**src/rtl/msg_schedule_ctrl.sv**
```systemverilog
`timescale 1ns/1ps
// SHA-256 message-schedule sequencer: loads one 512-bit block into a 16-word sliding
// window and streams W[0..NUM_WORDS-1] over a valid/ready handshake.
module msg_schedule_ctrl #(
    parameter int NUM_WORDS = 64,
    parameter int IDX_W     = 6
) (
    input  logic             clk,
    input  logic             rst_n,
    input  logic             start,
    input  logic [511:0]     block_in,
    output logic             busy,
    output logic             w_valid,
    input  logic             w_ready,
    output logic [31:0]      w_out,
    output logic [IDX_W-1:0] w_idx,
    output logic             done
);

    typedef enum logic {IDLE, RUN} state_t;

    state_t           state, state_nxt;
    logic [31:0]      window [16];
    logic [IDX_W-1:0] t;
    logic             xfer;
    logic             last;
    logic             load;
    logic [31:0]      w_next;

    function automatic logic [31:0] rotr(input logic [31:0] x, input int n);
        return (x >> n) | (x << (32 - n));
    endfunction

    function automatic logic [31:0] sigma0(input logic [31:0] x);
        return rotr(x, 7) ^ rotr(x, 18) ^ (x >> 3);
    endfunction

    function automatic logic [31:0] sigma1(input logic [31:0] x);
        return rotr(x, 17) ^ rotr(x, 19) ^ (x >> 10);
    endfunction

    assign xfer   = w_valid & w_ready;
    assign last   = (t == IDX_W'(NUM_WORDS - 1));
    assign load   = (state == IDLE) & start;
    // W[t+16] from the current window; single-cycle adder path
    assign w_next = sigma1(window[14]) + window[9] + sigma0(window[1]) + window[0];

    assign w_out  = window[0];
    assign w_idx  = t;

    always_ff @(posedge clk or negedge rst_n) begin
        if (!rst_n) begin
            state <= IDLE;
        end else begin
            state <= state_nxt;
        end
    end

    always_comb begin
        state_nxt = state;
        case (state)
            IDLE: if (start)       state_nxt = RUN;
            RUN:  if (xfer && last) state_nxt = IDLE;
            default:               state_nxt = IDLE;
        endcase
    end

    always_comb begin
        busy    = 1'b0;
        w_valid = 1'b0;
        if (state == RUN) begin
            busy    = 1'b1;
            w_valid = 1'b1;
        end
    end

    always_ff @(posedge clk or negedge rst_n) begin
        if (!rst_n) begin
            t    <= '0;
            done <= 1'b0;
            for (int k = 0; k < 16; k++) window[k] <= '0;
        end else begin
            done <= xfer & last;
            if (load) begin
                t <= '0;
                for (int k = 0; k < 16; k++) window[k] <= block_in[511-32*k -: 32];
            end else if (xfer) begin
                t <= t + 1'b1;
                for (int k = 0; k < 15; k++) window[k] <= window[k+1];
                window[15] <= w_next;
            end
        end
    end

endmodule

```
**config.mk**
```make
export PLATFORM = sky130hd
export DESIGN_NAME = msg_schedule_ctrl
export DESIGN_NICKNAME = d
export VERILOG_FILES = /design/src/rtl/msg_schedule_ctrl.sv
export SDC_FILE = /design/constraint.sdc
export NUM_CORES = 1
export LEC_CHECK = 0
export CORE_UTILIZATION = 53
export CTS_CLUSTER_DIAMETER = 50
export CTS_CLUSTER_SIZE = 14
export DETAILED_ROUTE_END_ITERATION = 16
export PLACE_DENSITY = 0.82
export SETUP_SLACK_MARGIN = 0.2
export SYNTH_ARGS = -nofsm -noshare
export SYNTH_HDL_FRONTEND = slang
export SYNTH_SLANG_ARGS = --single-unit
export TNS_END_PERCENT = 20
```
**constraint.sdc**
```tcl
create_clock -name clk -period 4.8 [get_ports clk]
set_input_delay 0.48 -clock clk [delete_from_list [all_inputs] [get_ports clk]]
set_output_delay 0.48 -clock clk [all_outputs]
set_load 0.05 [all_outputs]
```
==> summary.txt <==
Clocking
  • Clock network latency to the later pin of the worst-skew pair: 0.63 ns
  • Maximum level of the CTS H-tree: 2
  • Number of post-CTS setup repair buffers: 0
  • Clock tree sinks: 520
  • Hold-fix buffers at CTS: 1
  • Clock slew at reported path FFs: 0.07 ns
  • Number of instances resized during post-cts repair: 0
  • Number of CTS-inserted buffers: 53
  • Clock tree from TritonCTS: yes
  • Clock root cell: clkbuf_16
  • Longest Clk Path Bufs: 3

Finish
  • Leading cell types in the layout, fill and taps excluded: nand2_1, clkdlybuf4s50_1, dfrtp_1
  • Share of post-route cells with drive strength above 1: 3.966%
  • Layout Utilization: approximately two thirds
  • Area growth syn-to-layout: 26.75%
  • Leading cell type in the layout, fill and taps excluded: nand2_1
  • Fillers: 4137
  • Net count, final: 4409

Routing
  • Routed Antenna Nets: 0
  • Total Wirelength: 103300 um
  • Via count: 26.42k
  • Avg WL per Cell: between 20 and 25 um
  • Remaining routing DRC violations: 0
  • TritonRoute pass-1 iters: 6
  • Per-cell via count in the routed design: between 5 and 6
  • Number of DRC markers in iteration 0: 3291

Pwr
  • Cell leakage power: 0.01573 uW
  • Worst IR Drop VDD: 0.0005865 V
  • Power per cell area: 725.0 mW/mm^2
  • Tot Pwr: 25720 uW

Timing
  • Final critical path time including I/O delays and setup: 4.197 ns
  • Maximum operating frequency: 238.3 MHz
  • Tightest Pin Transition: 0.9779 ns
  • Headroom to the max-slew limit: 34.81%
  • Final setup violating endpoints: 0
  • Slew Viols, Final: 0
  • Final period utilization: 87.43%
  • Summed negative setup slack over all endpoints: 0 ns
  • Unrepaired setup endpoints after global routing: no
  • Setup skew after layout: 0.03097 ns
  • Number of hold violations in the final report: 0
  • Tightest hold margin: 0.4030 ns
  • Slack of the critical path: 0.6032 ns

Worst setup path
  • Kind of start point of the critical path: register
  • Capturing point of the worst reg2reg path: window[25]$_DFFE_PN0P_
  • Required arrival time at the worst endpoint: approximately 5.3 ns
  • Number of cells on the worst reg-to-reg path: 14
  • Nature of the critical path endpoint: register
  • Critical path class: reg2reg
  • Worst r2r src: window[456]$_DFFE_PN0P_
  • Register-to-Register Setup Slack: 0.60 ns
  • Data arrival, critical path: 4.66 ns
  • Max FO, Critical Path: 5

Logic synthesis
  • Yosys cell types: 54
  • Warnings, synthesis: 0
  • Per-instance average area after synthesis: 8.074 sq um
  • Ranking of synthesized cells by area: dfrtp_1, nand2_1, a31oi_1
  • Mapped cell area: about 0.028 sq mm
  • Share of synthesized area occupied by flip-flops and latches: between 40 and 50%
  • Register bit total from synthesis: between 500 and 600
  • Cell taking the most area after synthesis: dfrtp_1
  • Cell count after synthesis: ~3.5k
  • Fraction of post-synthesis cell area in the top cell type by area: 46.48%
  • Synthesized Nets: 4077

Global route
  • Initial antenna violation count: 16
  • Pin count of the biggest net entering global routing: 146
  • Wire length of the first global-routing pass: 153100 um
  • Via count of the first global-routing pass: 25.21k
  • Total congestion overflow after global routing: 0
  • Global-route usage over all layers: between 30% and 40%

Hold path
  • Min-Delay Startpoint: block_in[223]
  • Number of stages on the worst hold path: 3
  • Worst min path class: in2reg
  • Endpoint of the worst hold-timing path: window[223]$_DFFE_PN0P_

Placed design
  • Half-perimeter wire length of the detailed placement result: 77610 um
  • Port bufs: 556
  • Routability Congestion: 0.9703
  • Pre-CTS setup slack: 0.6613 ns

Floorplan
  • Die ar.: 0.05374 sq mm
  • FP Rows: 83
  • Area of the core: 0.05172 sq mm
  • Number of top-level pins: 557
  • Initial standard-cell utilization of the core: a little over half
  • Chip height: 231.8 um
  • Die W: 231.8 um

Run
  • Max Cap Violations: 0

Outcome
  • Status: completed
==> per-layer routing <==
layer  vias to the layer above  global-route usage (%)  wire [um]  share of wire [%]
li1                      12020                       -          -                  -
met1                     12760                   52.40      41700                 40
met2                      1397                   58.74      47450                 46
met3                       238                   7.576       9227                8.9
met4                         4                   17.50       4895                4.7
met5                         -                       0         21              0.020
==> Yosys cell counts (all sizes together) <==
| cell | count |
|---|---|
| o21a | 3 |
| o41a | 1 |
| a22o | 1 |
| a311oi | 1 |
| a22oi | 2 |
| nor3 | 5 |
| a221o | 1 |
| xor2 | 63 |
| o211ai | 5 |
| and4b | 1 |
| o21bai | 3 |
| and4bb | 1 |
| nor4 | 2 |
| nand4 | 10 |
| a221oi | 2 |
| fa | 62 |
| nand2b | 4 |
| xnor2 | 80 |
| nand2 | 1054 |
| a21boi | 1 |
| buf | 58 |
| o21ai | 32 |
| or3 | 3 |
| dfrtp | 520 |
| a21o | 13 |
| clkbuf | 267 |
| a31oi | 498 |
| mux2i | 7 |
| nand3 | 8 |
| nor2b | 3 |
| and3 | 16 |
| and4 | 1 |
| nor4b | 1 |
| a211oi | 2 |
| a21oi | 58 |
| o31ai | 3 |
| and2 | 2 |
| inv | 130 |
| nor2 | 509 |
| a31o | 2 |
| ha | 32 |
==> kinds of logic (layout without fill, tap and decap cells) <==
logic type / after synthesis / count (layout) / share of synthesized area (%)
other cells: 0 / 14 / 0
simple gates: 1620 / 1620 / 22.24
xor+xnor: 143 / 143 / 4.474
buf+inv: 455 / 821 / 6.615
flops: 520 / 520 / 46.48
compound gates: 628 / 628 / 14.07
mux: 7 / 7 / 0.2503
fa+ha+maj: 94 / 94 / 5.864
==> metrics by stage <==
step,cells,instance area [sq um]
2_1_floorplan,3467,27990
3_3_place_gp,4423,33700
3_5_place_dp,4423,33700
4_1_cts,4513,35450
5_1_grt,4526,35480
6_report,4527,35480
==> power by group <==
part	total, uW	switching [uW]	leakage [uW]	internal (uW)
sequential	6670	1150	0.00526	5520
combinational	14800	8990	0.00962	5840
clock	4220	1900	0.000853	2320
total	25700	12000	0.0157	13700
==> final cells by class <==
type / count / area [sq um] / area share, %
Antenna cell: 14 / 35.03 / 0.09874
Clock buffer: 60 / 1424 / 4.013
Clock inverter: 29 / 314.1 / 0.8851
Inverter: 130 / 488.0 / 1.375
Multi-Input combinational cell: 2492 / 13150 / 37.07
Sequential cell: 520 / 13010 / 36.67
Tap cell: 680 / 850.8 / 2.398
Timing Repair Buffer: 602 / 6206 / 17.49
==> worst max-delay path: stages, from the launching register on <==
cell and delay, ns:
dfrtp_1 0.45, xor2_1 0.21, xnor2_1 0.30, fa_1 0.48
inv_1 0.08, fa_1 0.41, ha_1 0.23, fa_1 0.46
a21oi_1 0.25, o21ai_2 0.12, o21ai_1 0.27, a31oi_1 0.24
o31ai_2 0.29, xor2_1 0.17, a21oi_1 0.08
==> registers in the layout, summed over array words and instances (netlist names) <==
register,count
state,1
window,480
w_idx,6
done,1
w_out,32
==> how the worst max path moves through the flow <==
stage	start	to	slack, ns	depth (start not counted)
final	window[456]$_DFFE_PN0P_	window[25]$_DFFE_PN0P_	0.60	14
after detailed placement	window[456]$_DFFE_PN0P_	window[25]$_DFFE_PN0P_	0.66	14
after CTS	window[456]$_DFFE_PN0P_	window[25]$_DFFE_PN0P_	0.64	14
after global placement	window[456]$_DFFE_PN0P_	window[25]$_DFFE_PN0P_	0.78	14
after global routing	window[473]$_DFFE_PN0P_	window[24]$_DFFE_PN0P_	0.43	13
after floorplan	window[456]$_DFFE_PN0P_	window[27]$_DFFE_PN0P_	1.08	15
Note: power is estimated with default switching activity, not from simulation.
